## src/rtl/stopwatch_pkg.sv

```systemverilog
// Shared types and constants for the stopwatch time-keeping core.
package stopwatch_pkg;

  typedef enum logic [1:0] {
    ST_IDLE  = 2'd0,
    ST_RUN   = 2'd1,
    ST_LAP   = 2'd2,
    ST_PAUSE = 2'd3
  } sw_state_t;

  localparam int MOD_TENTHS   = 10;
  localparam int MOD_SEC_ONES = 10;
  localparam int MOD_SEC_TENS = 6;
  localparam int MOD_MIN_ONES = 10;
  localparam int MOD_MIN_TENS = 6;

  // Digits ordered MM:SS.t, most significant first
  typedef struct packed {
    logic [3:0] min_tens;
    logic [3:0] min_ones;
    logic [3:0] sec_tens;
    logic [3:0] sec_ones;
    logic [3:0] tenths;
  } sw_time_t;

  localparam sw_time_t SAT_TIME = '{
    min_tens: 4'd5, min_ones: 4'd9, sec_tens: 4'd5, sec_ones: 4'd9, tenths: 4'd9
  };

endpackage

```

## src/rtl/stopwatch_if.sv

```systemverilog
// Control inputs and display outputs of the stopwatch core, with the live FSM state for observation.
interface stopwatch_if;
  import stopwatch_pkg::*;

  // start_stop/lap/clear are single-cycle pulses with no back-pressure: each
  // pulse is acted on in the cycle it is high or dropped if illegal there.
  logic       tick_in;
  logic       start_stop;
  logic       lap;
  logic       clear;
  logic [3:0] d_tenths;
  logic [3:0] d_sec_ones;
  logic [3:0] d_sec_tens;
  logic [3:0] d_min_ones;
  logic [3:0] d_min_tens;
  logic       running;
  logic       frozen;
  logic       overflow;
  sw_state_t  state;

  modport master (
    output tick_in, start_stop, lap, clear,
    input  d_tenths, d_sec_ones, d_sec_tens, d_min_ones, d_min_tens,
    input  running, frozen, overflow, state
  );

  modport slave (
    input  tick_in, start_stop, lap, clear,
    output d_tenths, d_sec_ones, d_sec_tens, d_min_ones, d_min_tens,
    output running, frozen, overflow, state
  );

endinterface

```

## src/rtl/stopwatch_bcd_digit.sv

```systemverilog
// One BCD counter digit with configurable modulus; carry is asserted when an increment wraps it.
module bcd_digit #(
  parameter int MODULUS = 10
) (
  input  logic       clk,
  input  logic       rst,
  input  logic       inc,
  input  logic       clr,
  output logic [3:0] q,
  output logic       carry
);

  localparam logic [3:0] LAST = 4'(MODULUS - 1);

  logic [3:0] r_q;

  assign q     = r_q;
  assign carry = inc & (r_q == LAST);

  always_ff @(posedge clk or posedge rst) begin
    if (rst)        r_q <= 4'd0;
    else if (clr)   r_q <= 4'd0;
    else if (inc)   r_q <= carry ? 4'd0 : r_q + 4'd1;
  end

endmodule

```

## src/rtl/stopwatch_core.sv

```systemverilog
// Stopwatch core: tick edge detect, saturating MM:SS.t BCD chain, lap snapshot and start/stop/lap/clear FSM.
module stopwatch_core
  import stopwatch_pkg::*;
#(
  parameter bit TICK_EDGE_RISING = 1'b1
) (
  input  logic        clk,
  input  logic        rst,
  stopwatch_if.slave  sw
);

  logic      r_tick_q;
  logic      w_tick_pulse;
  sw_state_t r_state, w_next;
  sw_time_t  w_count, r_lap, w_disp;
  logic      r_overflow;
  logic      w_counting, w_at_sat, w_sat_hit, w_inc;
  logic      w_snap, w_clr_all, w_set_ovf;
  logic [4:0] w_carry;

  // Reset to the idle level of the selected edge so a held tick never counts after reset
  always_ff @(posedge clk or posedge rst) begin
    if (rst) r_tick_q <= TICK_EDGE_RISING;
    else     r_tick_q <= sw.tick_in;
  end

  assign w_tick_pulse = TICK_EDGE_RISING ? (sw.tick_in & ~r_tick_q) : (~sw.tick_in & r_tick_q);
  assign w_counting   = (r_state == ST_RUN) || (r_state == ST_LAP);
  assign w_at_sat     = (w_count == SAT_TIME);
  assign w_sat_hit    = w_counting & w_tick_pulse & w_at_sat;
  assign w_inc        = w_counting & w_tick_pulse & ~w_at_sat;

  always_ff @(posedge clk or posedge rst) begin
    if (rst) r_state <= ST_IDLE;
    else     r_state <= w_next;
  end

  always_comb begin
    w_next    = r_state;
    w_snap    = 1'b0;
    w_clr_all = 1'b0;
    w_set_ovf = 1'b0;
    case (r_state)
      ST_IDLE: begin
        if (sw.start_stop) w_next = ST_RUN;
      end
      ST_RUN: begin
        if (w_sat_hit) begin
          w_next    = ST_PAUSE;
          w_set_ovf = 1'b1;
        end else if (sw.start_stop) begin
          w_next = ST_PAUSE;
        end else if (sw.lap) begin
          w_next = ST_LAP;
          w_snap = 1'b1;
        end
      end
      ST_LAP: begin
        if (w_sat_hit) begin
          w_next    = ST_PAUSE;
          w_set_ovf = 1'b1;
        end else if (sw.start_stop) begin
          w_next = ST_PAUSE;
        end else if (sw.lap) begin
          w_next = ST_RUN;
        end
      end
      ST_PAUSE: begin
        if (sw.clear) begin
          w_next    = ST_IDLE;
          w_clr_all = 1'b1;
        end else if (sw.start_stop && !r_overflow) begin
          w_next = ST_RUN;
        end
      end
      default: w_next = ST_IDLE;
    endcase
  end

  bcd_digit #(.MODULUS(MOD_TENTHS)) u_tenths (
    .clk(clk), .rst(rst), .inc(w_inc), .clr(w_clr_all),
    .q(w_count.tenths), .carry(w_carry[0])
  );
  bcd_digit #(.MODULUS(MOD_SEC_ONES)) u_sec_ones (
    .clk(clk), .rst(rst), .inc(w_carry[0]), .clr(w_clr_all),
    .q(w_count.sec_ones), .carry(w_carry[1])
  );
  bcd_digit #(.MODULUS(MOD_SEC_TENS)) u_sec_tens (
    .clk(clk), .rst(rst), .inc(w_carry[1]), .clr(w_clr_all),
    .q(w_count.sec_tens), .carry(w_carry[2])
  );
  bcd_digit #(.MODULUS(MOD_MIN_ONES)) u_min_ones (
    .clk(clk), .rst(rst), .inc(w_carry[2]), .clr(w_clr_all),
    .q(w_count.min_ones), .carry(w_carry[3])
  );
  bcd_digit #(.MODULUS(MOD_MIN_TENS)) u_min_tens (
    .clk(clk), .rst(rst), .inc(w_carry[3]), .clr(w_clr_all),
    .q(w_count.min_tens), .carry(w_carry[4])
  );

  // Snapshot takes the pre-increment count, since w_count is the register output
  always_ff @(posedge clk or posedge rst) begin
    if (rst)            r_lap <= '0;
    else if (w_clr_all) r_lap <= '0;
    else if (w_snap)    r_lap <= w_count;
  end

  // Top-digit carry cannot fire while saturation gates the chain; kept as a safeguard
  always_ff @(posedge clk or posedge rst) begin
    if (rst)                         r_overflow <= 1'b0;
    else if (w_clr_all)              r_overflow <= 1'b0;
    else if (w_set_ovf | w_carry[4]) r_overflow <= 1'b1;
  end

  assign w_disp        = (r_state == ST_LAP) ? r_lap : w_count;
  assign sw.d_tenths   = w_disp.tenths;
  assign sw.d_sec_ones = w_disp.sec_ones;
  assign sw.d_sec_tens = w_disp.sec_tens;
  assign sw.d_min_ones = w_disp.min_ones;
  assign sw.d_min_tens = w_disp.min_tens;
  assign sw.running    = w_counting;
  assign sw.frozen     = (r_state == ST_LAP);
  assign sw.overflow   = r_overflow;
  assign sw.state      = r_state;

endmodule

```

## src/flat_wrapper.sv

```systemverilog
// flat-port wrapper written by rule: the top's interface ports become plain ports
module stopwatch_core_flat import stopwatch_pkg::*;
#(
  parameter bit TICK_EDGE_RISING = 1'b1
)
  (clk, rst, sw_tick_in, sw_start_stop, sw_lap, sw_clear, sw_d_tenths, sw_d_sec_ones, sw_d_sec_tens, sw_d_min_ones, sw_d_min_tens, sw_running, sw_frozen, sw_overflow, sw_state);
  stopwatch_if sw_i ();
  input  logic clk;
  input  logic rst;
  input wire logic [$bits(sw_i.tick_in)-1:0] sw_tick_in;
  input wire logic [$bits(sw_i.start_stop)-1:0] sw_start_stop;
  input wire logic [$bits(sw_i.lap)-1:0] sw_lap;
  input wire logic [$bits(sw_i.clear)-1:0] sw_clear;
  output wire logic [$bits(sw_i.d_tenths)-1:0] sw_d_tenths;
  output wire logic [$bits(sw_i.d_sec_ones)-1:0] sw_d_sec_ones;
  output wire logic [$bits(sw_i.d_sec_tens)-1:0] sw_d_sec_tens;
  output wire logic [$bits(sw_i.d_min_ones)-1:0] sw_d_min_ones;
  output wire logic [$bits(sw_i.d_min_tens)-1:0] sw_d_min_tens;
  output wire logic [$bits(sw_i.running)-1:0] sw_running;
  output wire logic [$bits(sw_i.frozen)-1:0] sw_frozen;
  output wire logic [$bits(sw_i.overflow)-1:0] sw_overflow;
  output wire logic [$bits(sw_i.state)-1:0] sw_state;
  assign sw_i.tick_in = sw_tick_in;
  assign sw_i.start_stop = sw_start_stop;
  assign sw_i.lap = sw_lap;
  assign sw_i.clear = sw_clear;
  assign sw_d_tenths = sw_i.d_tenths;
  assign sw_d_sec_ones = sw_i.d_sec_ones;
  assign sw_d_sec_tens = sw_i.d_sec_tens;
  assign sw_d_min_ones = sw_i.d_min_ones;
  assign sw_d_min_tens = sw_i.d_min_tens;
  assign sw_running = sw_i.running;
  assign sw_frozen = sw_i.frozen;
  assign sw_overflow = sw_i.overflow;
  assign sw_state = sw_i.state;
  stopwatch_core #(.TICK_EDGE_RISING(TICK_EDGE_RISING)) u_core (.clk(clk), .rst(rst), .sw(sw_i));
endmodule
```

## config.mk

```make
export PLATFORM = sky130hd
export DESIGN_NAME = stopwatch_core_flat
export DESIGN_NICKNAME = d
export VERILOG_FILES = /design/src/rtl/stopwatch_pkg.sv /design/src/rtl/stopwatch_if.sv /design/src/rtl/stopwatch_bcd_digit.sv /design/src/rtl/stopwatch_core.sv /design/src/flat_wrapper.sv
export SDC_FILE = /design/constraint.sdc
export NUM_CORES = 1
export LEC_CHECK = 0
export ABC_CLOCK_PERIOD_IN_PS = 4400
export CORE_MARGIN = 3
export CORE_UTILIZATION = 56
export CTS_CLUSTER_DIAMETER = 30
export CTS_CLUSTER_SIZE = 14
export DETAILED_ROUTE_END_ITERATION = 6
export PLACE_DENSITY_LB_ADDON = 0.12
export SLEW_MARGIN = 20
export SYNTH_ARGS = -nofsm -noshare
export SYNTH_HDL_FRONTEND = slang
export SYNTH_SLANG_ARGS = --single-unit
```

## constraint.sdc

```tcl
create_clock -name clk -period 4.4 [get_ports clk]
set_clock_uncertainty 0.15 [all_clocks]
set_input_delay 0.66 -clock clk [delete_from_list [all_inputs] [get_ports clk]]
set_output_delay 0.66 -clock clk [all_outputs]
set_load 0.05 [all_outputs]
```

==> run summary <==
Post-synth EDFFs = 0
Max Cap Viol = 0
WL final = 5.17 mm
worst-path maximum fanout = 30
clk root buf = clkbuf_8
final net count = 306
average size of a mapped cell = 9.88 µm²
top cell type's share of synthesized area = 42.6%
critical path class = flop to output pin
Leakage Power = 0.00134 µW
count of cell types in the netlist = 41
delay-heaviest family, CP = buffers and inverters
Final Cycle Share = 73.8%
Reg2Reg Capture Point = u_core.sw.state[1]
Design Power = 1300 µW
YS warnings = 0
Primary FF master, synth = dfrtp_1
CTS Buffer Depth = 2
worst-path cell chain = inv_1 -> ha_1 -> buf_4 -> mux2_2 -> clkdlybuf4s50_1
crit-path max cell delay = 0.71 ns
Final Hold Fails = 0
Final setup viols = 0
Port Buf Inserts = 30
r2r worst-path depth = 7
Worst R2R Start = u_core.sw.state[1]
row cnt = 23
sequential area share after synthesis = 43.6%
final setup TNS = 0 ns
fmax = 308 MHz
Synth area leader = dfrtp_1
Max IR drop VDD = 0.238 mV
H-Tree Depth = 2
Setup crit end kind = output pin
filler cell count = 326
CTS Hold Buffers Added = 0
top post-synthesis cells by area = dfrtp_1 (43%), mux2i_1 (9.1%), ha_1 (7.4%)
die area = 5360 µm²
remaining antenna violation count = 0
Worst Max-Slew Pin Slew = 0.810 ns
post_cts resized = 0
first-pass GRT wire length = 9.05 mm
pwr/cell area = 436 nW/µm²
1st-iter DRT viols = 88
worst hold endpoint = u_core.r_lap[18]
status = finished, final reports clean
Die Ht = 73.2 µm
largest net degree at the start of global routing = 45
DRT Pass-1 Iters = 4
share of layout cells above drive strength 1 = 12.9%
Hold Crit Class = flop to flop
critical path data arrival time = 2.44 ns
postcts setup bufs = 0
vias = 1926
RSZ-0062 raised after global routing = no
GP Congestion = 0.836
core box area = 4170 µm²
WP buf/inv = 3
diode count = 0
reg2reg setup slack = 1.54 ns
top-count cell post-synth = dfrtp_1
Critical Path RT = 3.59 ns
Synth Instances = 256
Mapped Nets = 277
Sink Count = 44
TritonCTS clock tree = built
initial core utilization = 60.6%
Clk pin slew, worst setup/hold paths = 0.08 ns
clk_lat worst skew = 0.30 ns
DR WL/cell = 15.4 µm
startpoint type of the worst setup path = flop
DP HPWL = 3.48 mm
Pins Over Slew Limit = 0
Rel. slew slack = 45.6%
CTS buffer count = 5
DRC violations left = 0
vias per inst = 5.73
io pins = 31
Total Routing Usage GR = 22.0%
initial antenna violation count = 0
HP Start = u_core.r_lap[18]
gr ovfl total = 0
cell area after synthesis = 2530 µm²
fraction of registers with async set/reset = 100%
CP max stage cell = clkdlybuf4s50_1
Die Wd = 73.2 µm
synthesized flop and latch total = 44
Area Overhead vs Synth = 17.8%
vias in the first global route = 1939
commonest cells in the netlist = dfrtp_1 (43), nor2_1 (35), mux2i_1 (23)
Final Critical Period = 3.25 ns
worst hold path depth = 2
[flip-flops by register name, indices dropped and copies added (netlist names)]
register	cells
u_core.u_min_tens.q	4
u_core.r_lap	20
u_core.sw.state	2
u_core.u_tenths.q	4
u_core.r_tick_q	1
u_core.u_min_ones.q	4
u_core.sw.overflow	1
u_core.u_sec_ones.q	4
u_core.u_sec_tens.q	4
[worst max path at each step]
stage                            start                  to  slack [ns]  depth (start not counted)
floorplan           u_core.sw.state[0]    sw_d_min_tens[1]        0.65                          5
global placement            sw_tick_in  u_core.sw.state[1]        1.38                          6
detailed placement          sw_tick_in  u_core.sw.state[1]        1.34                          6
CTS                 u_core.sw.state[0]    sw_d_min_ones[3]        1.14                          5
global route        u_core.sw.state[0]    sw_d_sec_tens[2]        1.04                          5
finish              u_core.sw.state[0]    sw_d_min_ones[3]        1.15                          5
[report_power, final]
| part | switching, µW | total [µW] | internal (µW) | leakage, µW |
|---|---|---|---|---|
| clock network | 142 | 267 | 125 | 0.0000510 |
| registers | 44.5 | 488 | 444 | 0.000598 |
| logic | 348 | 543 | 196 | 0.000686 |
[cells by family (layout without fill, tap and decap cells)]
group / Yosys count / after routing / synth area share (%)
flip-flops: 44 / 44 / 43.6
AO/OA/AOI/OAI: 40 / 40 / 9.50
buffers and inverters: 22 / 52 / 3.41
multiplexers: 37 / 37 / 15.3
adder cells (fa/ha/maj): 15 / 15 / 7.42
AND/OR/NAND/NOR: 94 / 94 / 19.3
XOR/XNOR: 4 / 4 / 1.39
[per-layer routing]
metal  track usage (%)  part of all wire (%)
met5                 0                     0
met4              8.61                   1.4
met3              3.44                   3.1
met2              35.7                    48
met1              29.3                    47
[through the flow]
stage	std cells	hold slack (ns)	area [µm²]	setup WS, ns	util [%]
3_5_place_dp	328	0.357	2890	1.34	69.1
3_3_place_gp	328	0.345	2890	1.38	69.1
5_1_grt	336	0.387	2980	1.04	71.4
2_1_floorplan	256	0.330	2530	0.653	-
4_1_cts	336	0.375	2980	1.14	71.4
6_report	336	0.372	2980	1.15	71.4
[cell type report]
| cell class | instances | area (µm²) | area share, % |
|---|---|---|---|
| clock inverter | 2 | 10.0 | 0.336 |
| sequential | 44 | 1100 | 37.0 |
| clock buffer | 6 | 82.6 | 2.77 |
| tap | 50 | 62.6 | 2.10 |
| inverter | 10 | 37.5 | 1.26 |
| multi-input combinational | 190 | 1350 | 45.4 |
| timing repair buffer | 34 | 330 | 11.1 |
[placed cells by master (no fill, tap or decap), types with 2 or more instances in the layout]
| cell type | count |
|---|---|
| and2_1 | 3 |
| a31oi_1 | 2 |
| or4_1 | 3 |
| o21ai_0 | 12 |
| nand2_1 | 17 |
| mux2_2 | 14 |
| buf_4 | 4 |
| or3_1 | 6 |
| clkdlybuf4s50_1 | 30 |
| mux2i_1 | 23 |
| clkbuf_8 | 6 |
| ha_1 | 15 |
| a21oi_1 | 15 |
| nand3b_1 | 5 |
| a2bb2oi_1 | 2 |
| o211ai_1 | 3 |
| dfrtp_1 | 43 |
| clkinv_2 | 2 |
| xor2_1 | 3 |
| nand3_1 | 7 |
| or3_2 | 3 |
| inv_1 | 10 |
| nor3_1 | 5 |
| nor2_1 | 35 |
[worst reg2reg max path, stage by stage (launching register included)]
cell	delay (ns)
dfrtp_1	0.44
inv_1	0.13
ha_1	0.35
nand3b_1	0.18
nor3_1	0.67
a21oi_1	0.32
a2111o_1	0.45
o211ai_1	0.09
(Power assumes the default switching activity.)
==> variant (same flow settings) <==
`TICK_EDGE_RISING` is set to 1'b1 in 2 places; all go to 1'b0.
--- a/src/rtl/stopwatch_core.sv
+++ b/src/rtl/stopwatch_core.sv
@@ -2,7 +2,7 @@
 module stopwatch_core
   import stopwatch_pkg::*;
 #(
-  parameter bit TICK_EDGE_RISING = 1'b1
+  parameter bit TICK_EDGE_RISING = 1'b0
 ) (
   input  logic        clk,
   input  logic        rst,
--- a/src/flat_wrapper.sv
+++ b/src/flat_wrapper.sv
@@ -1,7 +1,7 @@
 // flat-port wrapper written by rule: the top's interface ports become plain ports
 module stopwatch_core_flat import stopwatch_pkg::*;
 #(
-  parameter bit TICK_EDGE_RISING = 1'b1
+  parameter bit TICK_EDGE_RISING = 1'b0
 )
   (clk, rst, sw_tick_in, sw_start_stop, sw_lap, sw_clear, sw_d_tenths, sw_d_sec_ones, sw_d_sec_tens, sw_d_min_ones, sw_d_min_tens, sw_running, sw_frozen, sw_overflow, sw_state);
   stopwatch_if sw_i ();
Formal check against the unedited RTL: not equivalent (Yosys sat finds a counterexample within 4 cycles, from zero or initial values and one cycle with rst high).
==> variant against the original RTL <==
Final area up 0.25%; power grew 4.1%; worst setup slack worse by 0.35 ns; sequential cell count unchanged; non-clock buffer count fell by 1; area after synthesis rose by 2.1%; worst hold slack got worse by 0.0010 ns; routed wire length down 0.56%; critical path type unchanged; highest routed layer unchanged.
==> variant: results (changes against the original RTL) <==
[clock_network]
clock_path_buffers=2  ; unchanged
clk_pin_slew_ns=0.08  ; about the same
clk_latency_ns=0.29
cts_buffers=5  ; unchanged
htree_levels=2  ; unchanged
post_cts_buffers=0  ; unchanged
root_buffer=clkbuf_8
cts_resized=0  ; unchanged

[placement]
io_buffers=30  ; unchanged
place_congestion=0.801  ; -4.2%
place_hpwl_microns=3500  ; +0.55%

[power]
power.switching_uw=571  ; +6.8%
p_leak_nw=1.35  ; +1.5%
vdd_drop_max_mv=0.463  ; +95%

[routing]
drt_iter0_drc=109  ; +24%
num_vias=1998  ; +3.7%
firstDrtPassIters=4  ; unchanged
wl_per_cell_microns=14.6  ; -5.3%

[timing]
worst_pin_slew_ns=0.800  ; -0.0106 ns

[critical_path]
critical_path.max_stage_delay_ns=0.70
crit_fanout=16  ; -47%
critPathTopFamily=buffers and inverters
cp_slowest_cell=clkdlybuf4s50_1
arrival_ns=2.79  ; +0.35 ns

[finish]
drive_gt1_share_pct=13.3  ; +0.35 points
largest_reg_flops=20  ; unchanged
nets=322  ; +5.2%
antenna_cells=0  ; unchanged
regMostFlops=u_core.r_lap

[grt]
grt_pass1_vias=1877  ; -3.2%
met2_usage_pct=32.9  ; -2.9 points
grt_max_degree=45  ; unchanged
antenna_found_initial=0  ; unchanged
grtUsageTotal_pct=20.4  ; -1.6 points
met3_usage_pct=2.87  ; -0.57 points
grt_use_met1_pct=28.1  ; -1.2 points
grt_pass1_wl_microns=8710  ; -3.7%
grt_overflow=0  ; unchanged

[synth]
yosys_warnings=0  ; unchanged
synth_cell_types=44  ; +7.3%
yosysSeqAreaShare_pct=42.7  ; -0.94 points
syn_nets=297  ; +7.2%
synth_commonest_cells=nand2_1, dfrtp_1, a21oi_1
async_flop_share_pct=100  ; unchanged
synth_area_leaders=dfrtp_1, nand2_1, ha_1, a21oi_1, mux2_2

[status]
outcome=finished, final reports clean

[worst_hold_path]
min_path_type=flip-flop to flip-flop

==> variant: worst paths after layout <==
| kind | startpoint | end | slack (ns) | depth (start not counted) |
|---|---|---|---|---|
| max reg2reg | u_core.u_min_ones.q[1] | u_core.r_lap[13] | 1.58 | 8 |
| min | u_core.r_lap[11] | u_core.r_lap[11] | 0.37 | 2 |
| max | u_core.sw.state[0] | sw_d_min_ones[3] | 0.80 | 5 |
| max in group asynchronous | rst | u_core.u_sec_ones.q[3] | 3.05 | 3 |
| min reg2reg | u_core.r_lap[11] | u_core.r_lap[11] | 0.37 | 2 |
| min in group asynchronous | rst | u_core.u_sec_ones.q[0] | 0.66 | 3 |
==> variant: kinds of logic (layout without fill, tap and decap cells) <==
logic type | Yosys count | count (layout) | synth area share, %
mux | 17 | 17 | 7.32
fa+ha+maj | 15 | 15 | 7.27
flops | 44 | 44 | 42.7
simple gates | 115 | 115 | 23.9
xor+xnor | 4 | 4 | 1.36
buf+inv | 25 | 50 | 4.61
compound gates | 56 | 56 | 12.9
==> variant: routing by layer <==
metal  wire length (microns)  vias to the layer above
met5                       0                        -
met4                      72                        0
met3                     166                        7
met2                    2420                       39
met1                    2490                      949
li1                        -                     1003
==> variant: final cells by class <==
type | count | area [sq um]
Tap cell | 52 | 65.1
Sequential cell | 44 | 1100
Multi-Input combinational cell | 207 | 1360
Timing Repair Buffer | 33 | 323
Inverter | 10 | 37.5
Fill cell | 374 | 1430
Clock buffer | 7 | 96.3
==> variant: through the flow <==
| stage | std cells | setup slack (ns) | area, sq um | total power [mW] | hold slack, ns |
|---|---|---|---|---|---|
| 4_1_cts | 353 | 0.758 | 2990 | 1.36 | 0.374 |
| 3_5_place_dp | 346 | 1.10 | 2890 | 1.09 | 0.363 |
| 3_3_place_gp | 346 | 1.18 | 2890 | 1.08 | 0.356 |
| 6_report | 353 | 0.800 | 2990 | 1.35 | 0.371 |
| 5_1_grt | 353 | 0.643 | 2990 | 1.42 | 0.386 |
| 2_1_floorplan | 276 | 0.720 | 2580 | 0.933 | 0.344 |
==> variant: power groups by stage <==
| stage | combinational [mW] | sequential [mW] | clock [mW] |
|---|---|---|---|
| final | 0.587 | 0.494 | 0.272 |
| after global routing | 0.634 | 0.501 | 0.289 |
| after CTS | 0.594 | 0.493 | 0.275 |
| after detailed placement | 0.590 | 0.501 | 0 |
| after global placement | 0.586 | 0.496 | 0 |
| after floorplan | 0.412 | 0.521 | 0 |
==> variant: tightest hold or removal path, cell delays in order (launching register included) <==
cell and delay (ns):
dfrtp_1 0.38, nand2_1 0.05, a21oi_1 0.05
